`config.mk`:
```
export PLATFORM = sky130hd
export DESIGN_NAME = uart_cmd_parser_flat
export DESIGN_NICKNAME = d
export VERILOG_FILES = /design/src/rtl/uart_cmd_parser_if.sv /design/src/rtl/uart_cmd_parser.sv /design/src/flat_wrapper.sv
export SDC_FILE = /design/constraint.sdc
export NUM_CORES = 1
export LEC_CHECK = 0
export ABC_CLOCK_PERIOD_IN_PS = 3100
export BUFFER_PORTS_ARGS = -buffer_cell sky130_fd_sc_hd__buf_4
export CAP_MARGIN = 20
export CORE_MARGIN = 8
export CORE_UTILIZATION = 45
export DETAILED_ROUTE_END_ITERATION = 12
export PLACE_DENSITY = 0.65
export SETUP_SLACK_MARGIN = 0.15
export SLEW_MARGIN = 10
export SYNTH_ARGS = -nofsm -noshare
export SYNTH_HDL_FRONTEND = slang
export SYNTH_SLANG_ARGS = --single-unit
```
`constraint.sdc`:
```
create_clock -name clk -period 3.1 [get_ports clk]
set_clock_uncertainty 0.15 [all_clocks]
set_input_delay 0.155 -clock clk [delete_from_list [all_inputs] [get_ports clk]]
set_output_delay 0.155 -clock clk [all_outputs]
set_load 0.005 [all_outputs]
```
`src/rtl/uart_cmd_parser_if.sv`:
```
// rtl/uart_cmd_parser_if.sv - received-byte input and register-bus request bundle for uart_cmd_parser
interface uart_cmd_parser_if;
    logic [7:0]  data_i;
    logic        valid_i;
    logic [15:0] addr_o;
    logic [15:0] data_o;
    logic        rw_o;
    logic        valid_o;
    logic        err_o;

    // The parser consumes bytes and produces requests.
    modport slave (
        input  data_i,
        input  valid_i,
        output addr_o,
        output data_o,
        output rw_o,
        output valid_o,
        output err_o
    );

    // The byte source and request sink.
    modport master (
        output data_i,
        output valid_i,
        input  addr_o,
        input  data_o,
        input  rw_o,
        input  valid_o,
        input  err_o
    );
endinterface

```
`src/rtl/uart_cmd_parser.sv`:
```
// rtl/uart_cmd_parser.sv - ASCII R/W command line parser producing single-cycle register-bus requests
// Optional inter-byte timeout compiled in with `define UART_CMD_PARSER_TIMEOUT_EN.
module uart_cmd_parser #(
    parameter int TIMEOUT_CLOCKS = 100000
) (
    input  logic                clk,
    input  logic                rst,
    uart_cmd_parser_if.slave    bus
);

    typedef enum logic [1:0] {
        ST_IDLE = 2'd0,
        ST_ADDR = 2'd1,
        ST_DATA = 2'd2,
        ST_EOL  = 2'd3
    } state_t;

    state_t      state_q, state_d;
    logic        rw_q, rw_d;
    logic [15:0] addr_buf_q, addr_buf_d;
    logic [15:0] data_buf_q, data_buf_d;
    logic [1:0]  cnt_q, cnt_d;
    logic [15:0] addr_o_q, addr_o_d;
    logic [15:0] data_o_q, data_o_d;
    logic        rw_o_q, rw_o_d;
    logic        valid_q, valid_d;
    logic        err_q, err_d;
    logic        fault;
    logic        is_term;
    logic [4:0]  hex;

    // Returns {is_hex, nibble}.
    function automatic logic [4:0] hex_dec(input logic [7:0] b);
        logic [7:0] t;
        t = 8'h00;
        if (b >= 8'h30 && b <= 8'h39) begin
            t = b - 8'h30;
            return {1'b1, t[3:0]};
        end else if (b >= 8'h41 && b <= 8'h46) begin
            t = b - 8'h37;
            return {1'b1, t[3:0]};
        end else if (b >= 8'h61 && b <= 8'h66) begin
            t = b - 8'h57;
            return {1'b1, t[3:0]};
        end
        return 5'd0;
    endfunction

    assign hex     = hex_dec(bus.data_i);
    assign is_term = (bus.data_i == 8'h0D) || (bus.data_i == 8'h0A);

`ifdef UART_CMD_PARSER_TIMEOUT_EN
    localparam int TMR_W = $clog2(TIMEOUT_CLOCKS + 1);
    logic [TMR_W-1:0] tmr_q, tmr_d;
`endif

    always_comb begin
        state_d    = state_q;
        rw_d       = rw_q;
        addr_buf_d = addr_buf_q;
        data_buf_d = data_buf_q;
        cnt_d      = cnt_q;
        addr_o_d   = addr_o_q;
        data_o_d   = data_o_q;
        rw_o_d     = rw_o_q;
        valid_d    = 1'b0;
        err_d      = 1'b0;
        fault      = 1'b0;

        if (bus.valid_i) begin
            case (state_q)
                ST_IDLE: begin
                    if (bus.data_i == 8'h52) begin
                        state_d = ST_ADDR;
                        rw_d    = 1'b0;
                    end else if (bus.data_i == 8'h57) begin
                        state_d = ST_ADDR;
                        rw_d    = 1'b1;
                    end else if (!is_term) begin
                        fault = 1'b1;
                    end
                end
                ST_ADDR: begin
                    if (hex[4]) begin
                        addr_buf_d = {addr_buf_q[11:0], hex[3:0]};
                        cnt_d      = cnt_q + 2'd1;
                        if (cnt_q == 2'd3) begin
                            state_d = rw_q ? ST_DATA : ST_EOL;
                        end
                    end else begin
                        fault = 1'b1;
                    end
                end
                ST_DATA: begin
                    if (hex[4]) begin
                        data_buf_d = {data_buf_q[11:0], hex[3:0]};
                        cnt_d      = cnt_q + 2'd1;
                        if (cnt_q == 2'd3) begin
                            state_d = ST_EOL;
                        end
                    end else begin
                        fault = 1'b1;
                    end
                end
                ST_EOL: begin
                    if (is_term) begin
                        addr_o_d   = addr_buf_q;
                        data_o_d   = rw_q ? data_buf_q : 16'h0000;
                        rw_o_d     = rw_q;
                        valid_d    = 1'b1;
                        state_d    = ST_IDLE;
                        rw_d       = 1'b0;
                        addr_buf_d = 16'h0000;
                        data_buf_d = 16'h0000;
                        cnt_d      = 2'd0;
                    end else begin
                        fault = 1'b1;
                    end
                end
                default: state_d = ST_IDLE;
            endcase
        end

`ifdef UART_CMD_PARSER_TIMEOUT_EN
        // A byte arriving on the expiry cycle wins over the timeout.
        if (bus.valid_i || state_q == ST_IDLE) begin
            tmr_d = '0;
        end else if (tmr_q == TMR_W'(TIMEOUT_CLOCKS)) begin
            tmr_d = '0;
            fault = 1'b1;
        end else begin
            tmr_d = tmr_q + TMR_W'(1);
        end
`endif

        // Abandon the partial line; published outputs are left untouched.
        if (fault) begin
            err_d      = 1'b1;
            state_d    = ST_IDLE;
            rw_d       = 1'b0;
            addr_buf_d = 16'h0000;
            data_buf_d = 16'h0000;
            cnt_d      = 2'd0;
        end
    end

    always_ff @(posedge clk) begin
        if (rst) begin
            state_q    <= ST_IDLE;
            rw_q       <= 1'b0;
            addr_buf_q <= 16'h0000;
            data_buf_q <= 16'h0000;
            cnt_q      <= 2'd0;
            addr_o_q   <= 16'h0000;
            data_o_q   <= 16'h0000;
            rw_o_q     <= 1'b0;
            valid_q    <= 1'b0;
            err_q      <= 1'b0;
`ifdef UART_CMD_PARSER_TIMEOUT_EN
            tmr_q      <= '0;
`endif
        end else begin
            state_q    <= state_d;
            rw_q       <= rw_d;
            addr_buf_q <= addr_buf_d;
            data_buf_q <= data_buf_d;
            cnt_q      <= cnt_d;
            addr_o_q   <= addr_o_d;
            data_o_q   <= data_o_d;
            rw_o_q     <= rw_o_d;
            valid_q    <= valid_d;
            err_q      <= err_d;
`ifdef UART_CMD_PARSER_TIMEOUT_EN
            tmr_q      <= tmr_d;
`endif
        end
    end

    assign bus.addr_o  = addr_o_q;
    assign bus.data_o  = data_o_q;
    assign bus.rw_o    = rw_o_q;
    assign bus.valid_o = valid_q;
    assign bus.err_o   = err_q;

endmodule
```
`src/flat_wrapper.sv`:
```
// flat-port wrapper written by rule: the top's interface ports become plain ports
module uart_cmd_parser_flat 
#(
    parameter int TIMEOUT_CLOCKS = 100000
)
  (clk, rst, bus_data_i, bus_valid_i, bus_addr_o, bus_data_o, bus_rw_o, bus_valid_o, bus_err_o);
  uart_cmd_parser_if bus_i ();
  input  logic clk;
  input  logic rst;
  input wire logic [$bits(bus_i.data_i)-1:0] bus_data_i;
  input wire logic [$bits(bus_i.valid_i)-1:0] bus_valid_i;
  output wire logic [$bits(bus_i.addr_o)-1:0] bus_addr_o;
  output wire logic [$bits(bus_i.data_o)-1:0] bus_data_o;
  output wire logic [$bits(bus_i.rw_o)-1:0] bus_rw_o;
  output wire logic [$bits(bus_i.valid_o)-1:0] bus_valid_o;
  output wire logic [$bits(bus_i.err_o)-1:0] bus_err_o;
  assign bus_i.data_i = bus_data_i;
  assign bus_i.valid_i = bus_valid_i;
  assign bus_addr_o = bus_i.addr_o;
  assign bus_data_o = bus_i.data_o;
  assign bus_rw_o = bus_i.rw_o;
  assign bus_valid_o = bus_i.valid_o;
  assign bus_err_o = bus_i.err_o;
  uart_cmd_parser #(.TIMEOUT_CLOCKS(TIMEOUT_CLOCKS)) u_core (.clk(clk), .rst(rst), .bus(bus_i));
endmodule
```
# Word-level counts from Yosys, hierarchy flattened
# Index checks and enable logic that the tools add are counted.
# W data, S select, Z words.
[totals]
regBits = 72
in_bits = 11
out_inout_bits = 35
wordCells = 91
[classes]
addsub = 4
order_cmp = 6
eq_ne = 15
muxes = 36
bitwise_logic = 2
n_reduce_logical = 18
[ops]
columns = ["op", "n"]
rows = [
  ["$mux W16", 4],
  ["$pmux W16 S2", 2],
  ["$mux W5", 4],
  ["$eq A8 B4 Y1 const B", 2],
  ["$eq A8 B7 Y1 const B", 2],
  ["$ge A8 B7 Y1 const B", 2],
  ["$le A8 B7 Y1 const B", 2],
  ["$mux W2", 8],
  ["$reduce_and A4 Y1", 4],
  ["$mux W1", 14],
  ["$ne A2 B1 Y1 const B", 6],
  ["$ge A8 B6 Y1 const B", 1],
  ["$le A8 B6 Y1 const B", 1],
  ["$pmux W2 S4", 1],
  ["$reduce_bool A2 Y1", 4],
  ["$sub A4 B3 Y4 const B", 2],
  ["$reduce_and A7 Y1", 1],
  ["$eq A2 B2 Y1 const B", 3],
  ["$pmux W2 S2", 1],
  ["$reduce_or A2 Y1", 2],
  ["$sub A4 B1 Y4 const B", 1],
  ["$logic_and A1 B1 Y1", 3],
  ["$ne A3 B1 Y1 const B", 1],
  ["$pmux W1 S3", 1],
  ["other kinds (8)", 9],
]

# Logic depth before layout (Yosys ltp)
[depth]
depth_word = 10
ltp_mapped = 9
ltp_nobuf = 7

# Worst setup path after synthesis
# Ideal clock, no wire load.
[synth_timing]
kind = "register to register"
startpoint = "register u_core.state_q[0]"
endpoint = "register u_core.addr_buf_q[10]"
setup_time_ns = 0.122
arrival_ns = 1.707
required_ns = 2.828
slack_ns = 1.121
stages_incl_launch_ff = 8
n_path_buf = 1
synth_period_minus_slack_ns = 1.979
path_cell_list = "dfxtp_1 > ha_1 > clkinv_1 > a31oi_1 > a311oi_2 > o31ai_4 > buf_4 > a21oi_1"
[synth_via]
elab_chain_cells = 5
word_cells_on_any_way = 13
classes_between = "eq/ne: 5; mux: 3; reduce/logical: 5"
[synth_lines]
columns = ["element", "line", "text"]
rows = [
  ["start, declared", "uart_cmd_parser.sv:18", "state_t state_q, state_d;"],
  ["start signal, assigned", "uart_cmd_parser.sv:163", "state_q <= state_d;"],
  ["$eq A2 B1 Y1 / $eq A2 B2 Y1 (equally long branches)", "uart_cmd_parser.sv:71", "case (state_q)"],
  ["$reduce_or A2 Y1 (no source line)", "n/a", ""],
  ["$pmux W1 S3", "uart_cmd_parser.sv:71", ""],
  ["$mux W1", "uart_cmd_parser.sv:70", "if (bus.valid_i) begin"],
  ["$reduce_or A2 Y1 (no source line)", "n/a", ""],
  ["end signal, assigned", "uart_cmd_parser.sv:165", "addr_buf_q <= addr_buf_d;"],
  ["end, declared", "uart_cmd_parser.sv:20", "logic [15:0] addr_buf_q, addr_buf_d;"],
]
# Parallel ways exist; a longest one is shown, timed or not.
# A chain may end at the register's enable or synchronous reset.

# Worst setup path after layout
[layout_timing]
startpoint = "register u_core.state_q[0]"
endpoint = "register u_core.state_q[0]"
[layout_via]
elab_chain_cells = 5
word_cells_on_any_way = 16
classes_between = "eq/ne: 9; mux: 3; reduce/logical: 4"
[layout_lines]
columns = ["element", "line"]
rows = [
  ["$eq A2 B1 Y1 / $eq A2 B2 Y1 (equally long branches)", "uart_cmd_parser.sv:71"],
  ["$reduce_or A2 Y1 (no source line)", "n/a"],
  ["$pmux W1 S3", "uart_cmd_parser.sv:71"],
  ["$mux W1", "uart_cmd_parser.sv:70"],
  ["$reduce_or A2 Y1 (no source line)", "n/a"],
]
# Parallel ways exist; a longest one is shown, timed or not.

==> reports/metrics.yaml <==
status: "completed"
whs_ns: 0.04336
worst_slew_pin_slew_ns: 0.9952
worstPathRequired_ns: 3.16
worst_slack_ns: 0.5750
h-tree-depth: 3
die-area_um2: 10130
fill_cells: 681
slew_violations: 0
drc: 0
ant_nets: 0
hold_viol: 0
area.sequential_um2: 1441
cts_made_buffers: 9
pre_cts_slack_ns: 0.4820
max_stage_delay_ns: 0.40
finalSetupViolCount: 0
yosysMostFrequentCell: "dfxtp_1"
clockBufferDepth: 2
num_io_pins: 46
start_util: 0.4541
synth_area_leaders: "dfxtp_1 (45%), a21oi_1 (10%), nand2_1 (6.1%), nand4_1 (5.8%), o21ai_0 (5.1%)"
async_flop_share: 0
setup_tns_ns: 0
clockPowerShare: 0.422
syn2layout_area_growth_pct: 17.66
routabilityCongestion: 0.8383
crit_arrival_ns: 2.58
critPathMaxFanout: 37
netlist_area_um2: 3223
p_switching_uw: 401.7
cts-root-buf: "clkbuf_8"
timing.fmax_mhz: 396.0
hold_class: "input pin to register"
met2WireLength_mm: 3.794
antenna_found_initial: 0
path_buf_inv: 2
std_cell_rows: 31
drtIter0Drc: 190
wl_met1_mm: 3.377
clk_latency_ns: 0.34
grt_max_degree: 38
totalPowerFinal_mw: 1.741
routed.top_layer: "met4"
rsz0062_at_grt: "no"
crit_family: "buffers and inverters"
p_leak_nw: 1.293
yosys_warnings: 0
design.core.area_um2: 7098
grt_pass1_wl_mm: 12.91
cp-start-kind: "register"
ys_top_cells_by_count: "dfxtp_1 (72), a21oi_1 (67), nand2_1 (52)"
synth.avg_cell_area_um2: 8.460
detail_route.wl_per_cell_um: 14.73
intPower_mw: 1.340
synth_cell_types: 46
maxSlewHeadroom: 0.3365
setup.worst_path.end_class: "register"
synth_ff_type: "dfxtp_1"
path_class: "register to register"
vias: 2826
routed_via_density: 5.498
crit_path_top_delay_cell: "dfxtp_1"
vdd_drop_max_uv: 211.2
p_per_area_nw_per_um2: 459.2
io_buffers: 45
yosys_register_bits: 72
hold_buffers: 0
fin_nets: 431
p_sw_frac: 0.2307
drive_gt1_frac: 0.1904
die_w_um: 100.6
wl_met3_um: 315
grt_use_total: 0.1566
seqPwrFrac: 0.531
clkSlewWorstSetupHoldPaths_ns: 0.08
routed_wl_mm: 7.570
final_util: 0.5343
antenna_cells: 0
first_pass_iters: 4
first_global_vias: 2727
yosysSeqAreaShare: 0.4472
clkSinkCount: 72
netlist_instances: 381
crit_chain: "ha_1 -> clkinv_1 -> a31oi_1 -> a311oi_2 -> o31ai_4 -> buf_4 -> a311oi_1"
ctsResizeCount: 0
cts_tree: "done"
synth_area_leader_cell: "dfxtp_1"
overflow: 0
pwr-share-comb: 0.047
period_needed_ns: 2.525
post-route-period-util: 0.8145
synth-edff-count: 0
hpwlAfterDp_mm: 5.158
multiInputGateArea_um2: 1604
maxCapViolations: 0
yosysTopAreaCellShare: 0.4472
cts_setup_buffers: 0
synth_nets: 401
die_h_um: 100.6
==> placed cells by master (no fill, tap or decap), drive strengths merged, types with 3 or more instances in the layout <==
cell    netlist  final
a21oi        67     67
a311oi        3      3
a31oi         4      4
a41oi         3      3
buf          13     50
clkbuf       18     10
clkinv        1      3
dfxtp        72     72
ha            9      9
inv           8      9
mux2i         4      4
nand2        52     52
nand3        22     22
nand4        30     30
nor2         12     12
nor2b         5      5
o21ai        33     33
==> final timing paths <==
path | depth (start not counted) | slack (ns) | startpoint | endpoint
worst max-delay path | 7 | 0.58 | u_core.state_q[0] | u_core.state_q[0]
worst min-delay path | 2 | 0.04 | rst | u_core.bus.valid_o
worst max register to register | 7 | 0.58 | u_core.state_q[0] | u_core.state_q[0]
worst min register to register | 2 | 0.30 | u_core.addr_buf_q[13] | u_core.bus.addr_o[13]
==> metal layers <==
layer | GRT usage | vias to the layer above
li1 | - | 1428
met1 | 0.1847 | 1347
met2 | 0.2685 | 42
met3 | 0.03936 | 9
met4 | 0.05233 | 0
met5 | 0 | -
==> final cells by class <==
type | instances | area share
Multi-Input combinational cell | 269 | 0.4230
Sequential cell | 72 | 0.3801
Timing Repair Buffer | 50 | 0.1043
Clock buffer | 10 | 0.03629
Tap cell | 99 | 0.03266
Clock inverter | 5 | 0.01485
Inverter | 9 | 0.008908
==> worst reg2reg max path: stages, from the launching register on <==
cell and delay [ns]:
dfxtp_1 0.40, ha_1 0.32, clkinv_1 0.38, a31oi_1 0.34, a311oi_2 0.11, o31ai_4 0.19
buf_4 0.38, a311oi_1 0.11
==> logic make-up after synthesis <==
logic type	share of synthesized area
AOI/OAI and AO/OA	0.2267
xor gates and xnor gates	0.002718
adders and majority gates	0.03494
buffers and inverters	0.05512
DFF	0.4472
muxes	0.01941
and+or+nand+nor	0.2139
==> registers in the layout, indices dropped and copies added (netlist names) <==
| signal | flops |
|---|---|
| u_core.state_q | 2 |
| u_core.bus.addr_o | 16 |
| u_core.cnt_q | 2 |
| u_core.rw_q | 1 |
| u_core.bus.err_o | 1 |
| u_core.bus.rw_o | 1 |
| u_core.addr_buf_q | 16 |
| u_core.bus.valid_o | 1 |
| u_core.data_buf_q | 16 |
| u_core.bus.data_o | 16 |
==> metrics by stage <==
| stage | area [um2] | cells |
|---|---|---|
| 2_1_floorplan | 3223 | 381 |
| 3_3_place_gp | 3571 | 498 |
| 3_5_place_dp | 3571 | 498 |
| 4_1_cts | 3765 | 513 |
| 5_1_grt | 3792 | 514 |
| 6_report | 3792 | 514 |
==> power groups by stage <==
stage | sequential (mW) | clock (mW) | combinational (mW)
global route | 0.925 | 0.795 | 0.0885
CTS | 0.925 | 0.745 | 0.0813
detailed placement | 0.947 | 0 | 0.0808
global placement | 0.947 | 0 | 0.0794
floorplan | 0.947 | 0 | 0.0523
finish | 0.925 | 0.735 | 0.0810
(Power assumes the default switching activity.)
